<file path="src/rtl/sfifo_reader_if.sv">
// Stream bundle between sfifo_reader, its sfifo read port and the downstream consumer.
// A word moves on m_data in every cycle where m_valid && m_ready; once m_valid rises it and m_data hold until accepted.
interface sfifo_reader_if #(
    parameter int WIDTH = 8
);
    logic             rempty;
    logic [WIDTH-1:0] rdata;
    logic             rinc;
    logic             m_valid;
    logic             m_ready;
    logic [WIDTH-1:0] m_data;

    modport master (
        input  rempty,
        input  rdata,
        input  m_ready,
        output rinc,
        output m_valid,
        output m_data
    );

    modport slave (
        output rempty,
        output rdata,
        output m_ready,
        input  rinc,
        input  m_valid,
        input  m_data
    );
endinterface

</file>
<file path="src/rtl/sfifo_reader.sv">
// Read-side master for sfifo: paced reads, 1-cycle read-latency capture and a
// 2-entry skid buffer feeding a valid/ready stream, plus a drained-word counter.
module sfifo_reader #(
    parameter int WIDTH = 8,
    parameter int CNT_W = 16
) (
    input  logic             clk,
    input  logic             rst_n,
    sfifo_reader_if.master   bus,
    output logic [CNT_W-1:0] drained,
    output logic             busy
);
    logic             r_guard;
    logic             r_inflight;
    logic [1:0]       r_occ;
    logic             r_head;
    logic             r_tail;
    logic [WIDTH-1:0] r_mem [2];
    logic [CNT_W-1:0] r_drained;

    logic w_rinc;
    logic w_push;
    logic w_pop;

    // r_inflight doubles as "rinc last cycle", so requiring it low also makes occ+inflight == occ.
    assign w_rinc = !r_guard && !bus.rempty && !r_inflight && !r_occ[1];
    assign w_push = r_inflight;
    assign w_pop  = (r_occ != 2'd0) && bus.m_ready;

    always_ff @(posedge clk or negedge rst_n) begin
        if (!rst_n) begin
            r_guard    <= 1'b1;
            r_inflight <= 1'b0;
            r_occ      <= 2'd0;
            r_head     <= 1'b0;
            r_tail     <= 1'b0;
            r_drained  <= '0;
            for (int i = 0; i < 2; i++) begin
                r_mem[i] <= '0;
            end
        end else begin
            r_guard    <= 1'b0;
            r_inflight <= w_rinc;
            r_occ      <= r_occ + {1'b0, w_push} - {1'b0, w_pop};
            if (w_push) begin
                r_mem[r_tail] <= bus.rdata;
                r_tail        <= ~r_tail;
            end
            if (w_pop) begin
                r_head    <= ~r_head;
                r_drained <= r_drained + 1'b1;
            end
        end
    end

    assign bus.rinc    = w_rinc;
    assign bus.m_valid = (r_occ != 2'd0);
    assign bus.m_data  = r_mem[r_head];
    assign drained     = r_drained;
    assign busy        = r_inflight | (r_occ != 2'd0);
endmodule

</file>
<file path="src/flat_wrapper.sv">
// flat-port wrapper written by rule: the top's interface ports become plain ports
module sfifo_reader_flat 
#(
    parameter int WIDTH = 8,
    parameter int CNT_W = 16
)
  (clk, rst_n, drained, busy, bus_rempty, bus_rdata, bus_m_ready, bus_rinc, bus_m_valid, bus_m_data);
  sfifo_reader_if #(.WIDTH(WIDTH)) bus_i ();
  input  logic clk;
  input  logic rst_n;
  output logic [CNT_W-1:0] drained;
  output logic busy;
  input wire logic [$bits(bus_i.rempty)-1:0] bus_rempty;
  input wire logic [$bits(bus_i.rdata)-1:0] bus_rdata;
  input wire logic [$bits(bus_i.m_ready)-1:0] bus_m_ready;
  output wire logic [$bits(bus_i.rinc)-1:0] bus_rinc;
  output wire logic [$bits(bus_i.m_valid)-1:0] bus_m_valid;
  output wire logic [$bits(bus_i.m_data)-1:0] bus_m_data;
  assign bus_i.rempty = bus_rempty;
  assign bus_i.rdata = bus_rdata;
  assign bus_i.m_ready = bus_m_ready;
  assign bus_rinc = bus_i.rinc;
  assign bus_m_valid = bus_i.m_valid;
  assign bus_m_data = bus_i.m_data;
  sfifo_reader #(.WIDTH(WIDTH), .CNT_W(CNT_W)) u_core (.clk(clk), .rst_n(rst_n), .bus(bus_i), .drained(drained), .busy(busy));
endmodule
</file>
<file path="config.mk">
export PLATFORM = sky130hd
export DESIGN_NAME = sfifo_reader_flat
export DESIGN_NICKNAME = d
export VERILOG_FILES = /design/src/rtl/sfifo_reader_if.sv /design/src/rtl/sfifo_reader.sv /design/src/flat_wrapper.sv
export SDC_FILE = /design/constraint.sdc
export NUM_CORES = 1
export LEC_CHECK = 0
export BUFFER_PORTS_ARGS = -buffer_cell sky130_fd_sc_hd__buf_2
export CAP_MARGIN = 20
export CORE_UTILIZATION = 40
export DETAILED_ROUTE_END_ITERATION = 7
export GPL_TIMING_DRIVEN = 0
export PLACE_DENSITY = 0.59
export SETUP_SLACK_MARGIN = 0.3
export SLEW_MARGIN = 5
export SYNTH_ARGS = -nofsm -noshare
export SYNTH_HDL_FRONTEND = slang
export SYNTH_SLANG_ARGS = --single-unit
</file>
<file path="constraint.sdc">
create_clock -name clk -period 2.2 [get_ports clk]
set_input_delay 0.11 -clock clk [delete_from_list [all_inputs] [get_ports clk]]
set_output_delay 0.11 -clock clk [all_outputs]
set_load 0.005 [all_outputs]
</file>
* Yosys cells after proc, flatten, opt, wreduce, memory -nomap -nowiden
Index checks and enable logic that the tools add are counted.
Word-level totals: flip-flop bits (word level) 38, bits in latches 0, ROM bits 0, output and inout port bits 27, word-level logic and storage cells 35, memory bits (writable) 0, memories 0, input bits 12
Cells by class: order comparisons 3, divide/modulo/power cells 0, bitwise logic cells 5, $mul 0, shifts and indexed selects 0, mux-type cells 6, equality and inequality tests 0, $add $sub $neg 3, reductions and logical operators 10
Operators by type and width (count):
- $mux 8 | 4
- $add 16x1->16 const B | 1
- $bwmux 16 | 1
- $demux 8 s1 | 1
- $logic_and 1x1->1 | 5
- $ge 2x2->1 const B | 2
- $logic_not 1->1 | 4
- $not 1->2 | 2
- $add 2x1->2 | 1
- $lt 2x1->1 const B | 1
- $not 1->1 | 2
- $reduce_bool 2->1 | 1
- $sub 2x1->2 | 1
- $or 1x1->1 | 1

* Depth between registers and ports, before layout
Gate-level depths: netlist of run 1.
word-level depth 6, gate-level depth with buffers 7, gate-level depth less buffers 7

* Worst setup path after synthesis of run 1
Ideal clock, no wire load.
path kind register to register, start point register u_core.r_occ[1], end point register u_core.r_occ[1], arrival time 1.581 ns, period minus slack after synthesis 1.703 ns, path buffers 0, stages on the path, launching flop included 8, setup time 0.123 ns, slack 0.497 ns, required time 2.077 ns, cells stage by stage dfrtp_1 -> o21ai_4 -> inv_1 -> ha_1 -> inv_1 -> ha_1 -> xnor2_1 -> xnor2_1
On the way: longest elaborated chain between the ends 3, elaborated cells between the ends (all ways) 4, those cells by class add/sub (2); reduce/logical (2)
Ends and longest elaborated chain:
- from (decl) | line sfifo_reader.sv:15 | logic [1:0] r_occ;
- from (signal assigned) | line sfifo_reader.sv:44 | r_occ <= r_occ + {1'b0, w_push} - {1'b0, w_pop};
- $reduce_bool 2->1 | line sfifo_reader.sv:28 | assign w_pop = (r_occ != 2'd0) && bus.m_ready;
- $logic_and 1x1->1 | line sfifo_reader.sv:28
- net u_core.w_pop | line sfifo_reader.sv:23 | logic w_pop;
- $sub 2x1->2 | line sfifo_reader.sv:44
The timed path passes the listed nets, and every way through them passes these cells. A chain may end at the register's enable or synchronous reset.

* Worst setup path in the final report of run 1
start point register u_core.r_head, end point output bus_m_data[5]
On the way: longest elaborated chain between the ends 4
Ends and longest elaborated chain:
- from (decl) | line sfifo_reader.sv:16 | logic r_head;
- from (signal assigned) | line sfifo_reader.sv:50 | r_head <= ~r_head;
- $not 1->2 (not written as such) | line sfifo_reader.sv:58 | assign bus.m_data = r_mem[r_head];
- $mux 8 (not written as such) (3 in a row) | line sfifo_reader.sv:58
- to (decl) | line flat_wrapper.sv:18 | output wire logic [$bits(bus_i.m_data)-1:0] bus_m_data;
Every way passes these cells. The select of a mux whose other input is x is not followed.

==> key figures, run 1 <==
Outcome
  – Status: completed

Yosys
  – Post-synthesis sequential area ratio: 0.581
  – Synth Warn #: 0
  – Synthesized area: 1640 um^2
  – Synth async-reset ratio: 1.00
  – Yosys reg bits: 38
  – Post-Syn Instances: 119
  – Post-synth EDFFs: 0
  – Most common cell in the synthesized netlist: dfrtp_1
  – Synth top area share: 0.565
  – Cell taking the most area after synthesis: dfrtp_1
  – Yosys cell types: 21
  – Most common library cells after synthesis: dfrtp_1, mux2_2, xnor2_1, nand2_1, nand4_1
  – Syn Nets: 134
  – Prevailing post-synth register cell: dfrtp_1
  – Syn Area/Cell: 13.8 um^2
  – Area contributors post-synth: dfrtp_1, mux2_2, xnor2_1

Route
  – Vias/cell: 4.94
  – First drt pass iteration count: 4
  – Final ANT Viol Nets: 0
  – Detailed-route via count: 1068
  – Drt total wl: 2870 um
  – Initial DRC Count: 16
  – WL/cell: 13.3 um
  – Residual DRC: 0

Worst setup path
  – WP data required: 2.09 ns
  – Crit start category: flip-flop
  – Kind of end point of the critical path: output pin
  – Worst-path fanout max: 9
  – CP endpoint: bus_m_data[5]
  – R2R setup slack: 0.64 ns
  – Reg2reg end: u_core.r_occ[1]
  – Origin of the worst setup path: u_core.r_head
  – Arrival @ worst endpoint: 1.58 ns
  – R2r startpoint: u_core.r_occ[1]
  – CP Class: reg -> out
  – R2R depth: 7

Die
  – Core box area: 3800 um^2
  – Initial core utilization: 0.431
  – Die Area: 4360 um^2
  – Die span in x: 66.0 um
  – IO Pins: 39
  – Die Height: 66.0 um
  – # rows: 22

Min path
  – Worst min-delay path class: in -> reg

Cells and area
  – Layout area overhead: 22.5%
  – Diode count: 0
  – Fillers: 353
  – Nets: 182
  – Layout cells sized above 1: 0.458
  – Fin util: 0.529

Clock network
  – Maximum buffer depth of the clock tree: 2
  – Post-cts resize count: 0
  – H-Tree Depth: 2
  – CTS Sinks: 38
  – Worst-skew pair later-pin latency: 0.29 ns
  – CTS tree: built
  – Reg clk slew, reported paths: 0.07 ns
  – Root Buffer: clkbuf_8
  – Num CTS Buffers: 5

Power and ir drop
  – Register share of total power: 0.466
  – Sw frac: 0.306
  – Cell Pwr Density: 1220 nW/um^2
  – Clk pwr share: 0.195
  – Combinational share of power: 0.339
  – VDD IR max: 0.000642 V
  – P_leak: 0.984 nW
  – Sw Pwr: 0.747 mW
  – Internal Power: 1.70 mW

GRT
  – First-pass GRT wire length: 4930 um
  – Vias in the first global route: 1087
  – GRT overflow: 0
  – Number of antenna violations at the first check in global routing: 0
  – Largest net degree at the start of global routing: 39
  – Overall Global Routing Usage: 0.160

STA
  – Worst Tran Pin Value: 0.809 ns
  – Max Fclk: 0.593 GHz
  – Final Cycle Share: 0.767
  – Final min period: 1.69 ns
  – Max-slew violation count: 0
  – Final TNS setup: 0 ns
  – Max-slew headroom: 0.461
  – Setup repair after global routing missed its margin: no
  – Clock skew: 0.00393 ns
  – Final setup viols: 0
  – Post-route worst setup slack: 0.513 ns
  – Fin. Hold Viols: 0

Flow run
  – Number of max-cap violations: 0

Placed design
  – Dpl ws: 0.370 ns
  – Port bufs: 38
  – RePlAce Congestion: 0.760
  – Dpl hpwl: 2040 um
per-layer routing:
| layer | vias to the layer above | wire length [um] | track usage |
|---|---|---|---|
| li1 | 504 | - | - |
| met1 | 531 | 1210 | 0.181 |
| met2 | 28 | 1430 | 0.258 |
| met3 | 5 | 157 | 0.0621 |
| met4 | 0 | 73 | 0.0878 |
| met5 | - | 0 | 0 |
worst min path at each step:
stage	from	endpoint	depth (start not counted)
floorplan	rst_n	u_core.drained[0]	0
global placement	rst_n	u_core.drained[11]	1
detailed placement	rst_n	u_core.drained[15]	1
CTS	bus_rdata[6]	u_core.r_mem[6]	2
global route	bus_rdata[4]	u_core.r_mem[12]	2
finish	bus_rdata[6]	u_core.r_mem[6]	2
repair_timing:
| action | 4_1_cts | 5_1_grt |
|---|---|---|
| endpoints found under the hold margin | 38 | 0 |
| endpoints found under the setup margin | 0 | 1 |
| hold buffers | 2 | 0 |
| buffers inserted | 0 | 1 |
placed cells by master (no fill, tap or decap), types with 4 or more instances in the layout:
cell type  synthesis  layout
xnor2_1           14      14
nand3_1            4       4
inv_1              4       4
nand2_1            7       7
mux2_2            24      24
nand4_1            6       6
clkbuf_8           0       6
buf_2              0      38
dfrtp_1           37      37
xor2_1             5       5
power by group through the flow:
stage	Sequential, mW	Combinational [mW]	Clock, mW
final	1.14	0.828	0.477
after global routing	1.18	0.920	0.532
after CTS	1.14	0.841	0.498
after detailed placement	1.15	0.836	0
after global placement	1.13	0.805	0
after floorplan	1.12	0.549	0
per-stage QoR:
step                hold WS [ns]  total power [mW]  area (um^2)  std cells
finish                    0.0665              2.44         2010        216
global placement           0.241              1.94         1890        205
global route              0.0567              2.63         2010        216
CTS                       0.0554              2.48         2000        215
floorplan                 -0.186              1.66         1640        119
detailed placement         0.248              1.99         1890        205
worst max-delay path, cell delays in order (launching register included):
cell      delay, ns
dfrtp_1        0.32
clkbuf_1       0.43
mux2_2         0.41
buf_2          0.13
sequential cells by signal, indices dropped and copies added, names as in the netlist:
register and flops:
u_core.r_inflight 1, u_core.r_guard 1, u_core.r_tail 1, u_core.drained 16
u_core.r_head 1, u_core.r_occ 2, u_core.r_mem 16
cells by family (layout without fill, tap and decap cells):
logic type,after synthesis,after routing,share of synthesized area
adder cells (fa/ha/maj),3,3,0.0229
other,1,1,0.00229
AND/OR/NAND/NOR,28,28,0.106
buffers and inverters,5,54,0.0114
multiplexers,24,24,0.165
AO/OA/AOI/OAI,1,1,0.00993
XOR/XNOR,19,19,0.102
flip-flops,38,38,0.581
final cells by class:
type	count	area [um^2]	area share
flip-flops and latches	38	952	0.474
multi-input cells	76	668	0.333
repair buffers	41	218	0.108
clock buffers	7	86.3	0.0430
well taps	48	60.1	0.0299
inverters	4	15.0	0.00748
clock inverters	1	5.00	0.00249
plain buffers	1	3.75	0.00187
No activity file was read; power rests on OpenSTA's default activity.
==> run 2: changes to the inputs <==
clock period = 1.7 ns   (was 2.2 ns; I/O delays follow)
==> run 2 against run 1 <==
Effect of this change:
- utilization is 5.2 points higher
- hold slack worse by 0.019 ns
- largest power group unchanged
- first-iteration DRC count is 75% higher
- wire length is 8.6% higher
==> key figures, run 2 (same netlist as run 1, synthesis figures left out) <==
Cells and area
  – Leading cell types in the layout, fill and taps excluded: buf_2, dfrtp_1, mux2_2
  – Nets: 196
  – Layout cells sized above 1: 0.597
  – Commonest non-fill, non-tap cell in the layout: buf_2
  – Diode count: 0
  – Layout area overhead: 34.6%

Power and ir drop
  – Combinational share of power: 0.413
  – P_leak: 1.06 nW
  – Cell Pwr Density: 1590 nW/um^2
  – VDD IR max: 0.000754 V
  – Internal Power: 2.41 mW
  – Power Total: 3.50 mW
  – Clk pwr share: 0.161
  – Sw Pwr: 1.09 mW
  – Sw frac: 0.311
  – Register share of total power: 0.426

Die
  – Die Height: 66.0 um
  – IO Pins: 39
  – # rows: 22
  – Die span in x: 66.0 um
  – Initial core utilization: 0.431
  – Core box area: 3800 um^2
  – Die Area: 4360 um^2

Min path
  – Worst min-delay path class: in -> reg
  – Hold path startpoint: bus_rdata[7]

STA
  – Fin. Hold Viols: 0
  – Worst Tran Pin Value: 0.834 ns
  – Max-slew headroom: 0.444
  – Final Cycle Share: 0.876
  – Max-slew violation count: 0
  – Final setup viols: 0
  – Final min period: 1.49 ns
  – Post-route worst setup slack: 0.211 ns
  – Setup repair after global routing missed its margin: yes
  – Clock skew: 0.00349 ns
  – Max Fclk: 0.672 GHz

Worst setup path
  – Origin of the worst setup path: u_core.r_occ[1]
  – Worst-path fanout max: 4
  – Kind of end point of the critical path: flip-flop
  – Arrival @ worst endpoint: 1.66 ns
  – R2r startpoint: u_core.r_occ[1]
  – CP Class: reg -> reg
  – WP data required: 1.87 ns
  – Crit start category: flip-flop
  – R2R setup slack: 0.21 ns

Outcome
  – Status: completed

Placed design
  – Port bufs: 38
  – Dpl ws: -0.0663 ns
  – RePlAce Congestion: 0.682
  – Dpl hpwl: 2000 um

Clock network
  – CTS Sinks: 38
  – H-Tree Depth: 2
  – Root Buffer: clkbuf_8
  – Reg clk slew, reported paths: 0.07 ns
  – CTS tree: built
  – Num CTS Buffers: 5
  – Maximum buffer depth of the clock tree: 2
  – Worst-skew pair later-pin latency: 0.28 ns

GRT
  – Number of antenna violations at the first check in global routing: 0
  – First-pass GRT wire length: 5330 um
  – Largest net degree at the start of global routing: 39
  – Overall Global Routing Usage: 0.167
  – Vias in the first global route: 1148
  – GRT overflow: 0

Route
  – Initial DRC Count: 28
  – First drt pass iteration count: 4
  – WL/cell: 13.6 um
  – Drt total wl: 3110 um
  – Detailed-route via count: 1127
  – Residual DRC: 0
  – Vias/cell: 4.92
  – Final ANT Viol Nets: 0

Flow run
  – Number of max-cap violations: 0
run 2: power groups by stage:
stage,clock [mW],sequential [mW],combinational [mW]
6_report,0.563,1.49,1.45
5_1_grt,0.631,1.55,1.60
4_1_cts,0.583,1.48,1.27
3_5_place_dp,0,1.49,1.08
3_3_place_gp,0,1.47,1.04
2_1_floorplan,0,1.44,0.712
run 2: cell type report:
type	instances	area [um^2]
inverters	4	15.0
clock buffers	5	68.8
plain buffers	1	15.0
well taps	48	60.1
clock inverters	2	10.0
flip-flops and latches	38	960
repair buffers	55	343
multi-input cells	76	734
fillers	318	1590
run 2: timing repair:
item,in CTS,in global routing
pin swaps,5,13
hold endpoints to repair,38,0
gates cloned,0,0
gates resized for setup,11,13
buffers inserted,8,7
hold buffers,2,0
endpoints found under the setup margin,23,27
run 2: final timing paths:
path	endpoint	cells past startpoint
max in group asynchronous	u_core.r_inflight	2
worst max-delay path	u_core.r_occ[1]	7
min in group asynchronous	u_core.drained[0]	2
worst min-delay path	u_core.r_mem[15]	2
worst max register to register	u_core.r_occ[1]	7
worst min register to register	u_core.drained[15]	1
run 2: layer usage:
layer / GRT usage / routed length [um] / part of all wire
met1: 0.206 / 1380 / 0.44
met2: 0.273 / 1550 / 0.50
met3: 0.0569 / 126 / 0.041
met4: 0.0559 / 48 / 0.015
met5: 0 / 0 / 0
run 2: through the flow:
| step | utilization | hold slack [ns] | cells | instance area [um^2] | TNS, ns |
|---|---|---|---|---|---|
| 3_3_place_gp | 0.497 | 0.221 | 205 | 1890 | -0.0413 |
| 5_1_grt | 0.581 | 0.0446 | 229 | 2210 | 0 |
| 6_report | 0.581 | 0.0477 | 229 | 2210 | 0 |
| 3_5_place_dp | 0.497 | 0.242 | 205 | 1890 | -0.0663 |
| 4_1_cts | 0.553 | 0.0405 | 222 | 2100 | 0 |
| 2_1_floorplan | - | -0.211 | 119 | 1640 | 0 |
run 2: critical path, stage by stage, from the launching register on:
cell and delay, ns:
dfrtp_2 0.46, o21ai_4 0.15, inv_2 0.07, ha_4 0.26, inv_2 0.03, ha_4 0.15, xnor2_2 0.13, xnor2_1 0.12
==> run 3: changes to the inputs <==
PLACE_DENSITY = 0.62   (was 0.59)
SKIP_CTS_REPAIR_TIMING = 1   (was not set)
clock period = 1.3 ns   (was 1.7 ns; I/O delays follow)
==> run 3 against run 2 <==
Effect of this change:
- the flow now finishes with violations (negative hold slack, negative setup slack)
- count of clock-buffer cells in the layout rose by 1
- first-iteration DRC count down 11%
- critical path depth is the same
- non-clock buffer count grew 2
- setup slack got worse by 0.43 ns
- wire length rose by 3.7%
- die area is the same
- hold slack worse by 0.17 ns
==> key figures, run 3 (same netlist as run 1, synthesis figures left out) <==
Cells and area
  – Commonest non-fill, non-tap cell in the layout: dfrtp_1
  – Non-filler cells, final: 230
  – Post-layout instance area: 2450 um^2
  – Fin util: 0.646
  – Layout area overhead: 49.8%
  – Leading cell types in the layout, fill and taps excluded: dfrtp_1, buf_2, mux2_4
  – Nets: 198
  – Layout cells sized above 1: 0.659
  – Fillers: 289
  – Diode count: 0

Clock network
  – Maximum buffer depth of the clock tree: 2
  – Reg clk slew, reported paths: 0.07 ns
  – CTS tree: built
  – H-Tree Depth: 2
  – Root Buffer: clkbuf_8
  – Worst-skew pair later-pin latency: 0.28 ns
  – Num CTS Buffers: 5
  – CTS Sinks: 38

STA
  – Final Cycle Share: 1.17
  – Worst Tran Pin Value: 0.833 ns
  – Setup repair after global routing missed its margin: yes
  – Post-route worst setup slack: -0.221 ns
  – Post-Route Hold Slack: -0.123 ns
  – Fin. Hold Viols: 37
  – Final setup viols: 19
  – Final min period: 1.52 ns
  – Max-slew violation count: 0
  – Max-slew headroom: 0.445
  – Clock skew: 0.00132 ns
  – Max Fclk: 0.657 GHz

Power and ir drop
  – Cell Pwr Density: 2190 nW/um^2
  – Power Total: 5.37 mW
  – P_leak: 1.20 nW
  – VDD IR max: 0.00121 V

Worst setup path
  – Crit start category: flip-flop
  – Kind of end point of the critical path: flip-flop
  – CP cell instances: o21ai_4, inv_2, ha_4, inv_2, ha_4, xnor2_2, xnor2_1
  – Worst-path fanout max: 4
  – Arrival @ worst endpoint: 1.69 ns
  – Reg2reg end: u_core.r_occ[1]
  – Kind of cell with the highest combined delay on the critical path: flip-flops
  – Crit path buffers/inverters: 2
  – Critical Path Stages: 7
  – Origin of the worst setup path: u_core.r_occ[1]
  – R2R depth: 7
  – WP data required: 1.47 ns
  – R2r startpoint: u_core.r_occ[1]
  – R2R setup slack: -0.22 ns
  – Slowest CP cell: dfrtp_2
  – CP endpoint: u_core.r_occ[1]
  – CP Class: reg -> reg
  – Crit path largest cell delay: 0.44 ns

Die
  – Initial core utilization: 0.431
  – Die span in x: 66.0 um
  – Die Height: 66.0 um
  – Core box area: 3800 um^2
  – # rows: 22
  – IO Pins: 39
  – Die Area: 4360 um^2

Placed design
  – Dpl hpwl: 2090 um
  – RePlAce Congestion: 0.748
  – Placed cell count: 205
  – Port bufs: 38
  – Placed Area: 1980 um^2

GRT
  – Largest net degree at the start of global routing: 39
  – First-pass GRT wire length: 4990 um
  – Overall Global Routing Usage: 0.161
  – GRT overflow: 0
  – Vias in the first global route: 1036
  – Number of antenna violations at the first check in global routing: 0

Outcome
  – Failing checks: negative hold slack, negative setup slack
  – Status: complete, but fails checks

Route
  – Drt total wl: 3230 um
  – Final ANT Viol Nets: 0
  – First drt pass iteration count: 4
  – Vias/cell: 4.85
  – Detailed-route via count: 1116
  – Residual DRC: 0
  – Initial DRC Count: 25
  – WL/cell: 14.0 um

Min path
  – Worst min-delay path class: in -> async

Flow run
  – Number of max-cap violations: 0
## run 3: per-stage QoR
stage	setup WS, ns	hold WS, ns	TNS, ns
finish	-0.221	-0.123	-0.910
global route	-0.270	-0.0704	-2.33
CTS	-0.496	-0.0936	-2.86
detailed placement	-0.481	0.210	-1.40
global placement	-0.441	0.199	-1.18
floorplan	-0.330	-0.231	-0.511
## run 3: area by class of cell
class                           count  area, um^2  share of cell area
Sequential cell                    38         961               0.391
Multi-Input combinational cell     76         895               0.364
Timing Repair Buffer               57         428               0.174
Clock buffer                        6        82.6              0.0336
Tap cell                           48        60.1              0.0245
Inverter                            4        17.5             0.00714
Buffer                              1        11.3             0.00459
## run 3: worst min-delay path by stage
stage / start / end / slack, ns / cells past startpoint
global route: rst_n / u_core.drained[12] / -0.07 / 1
floorplan: rst_n / u_core.drained[0] / -0.23 / 0
CTS: rst_n / u_core.r_mem[5] / -0.09 / 1
finish: rst_n / u_core.drained[12] / -0.12 / 1
detailed placement: rst_n / u_core.drained[15] / 0.21 / 1
global placement: rst_n / u_core.drained[12] / 0.20 / 1
## run 3: power breakdown
| group | switching (mW) | internal (mW) |
|---|---|---|
| registers | 0.411 | 1.63 |
| logic | 0.824 | 1.72 |
| clock network | 0.376 | 0.409 |
| total | 1.61 | 3.75 |
## run 3: per-layer routing
metal / GRT usage / routed length [um] / up-vias
met1: 0.206 / 1420 / 553
met4: 0.0638 / 22 / 0
met5: 0 / 0 / -
met2: 0.239 / 1640 / 25
li1: - / - / 536
met3: 0.0672 / 144 / 2
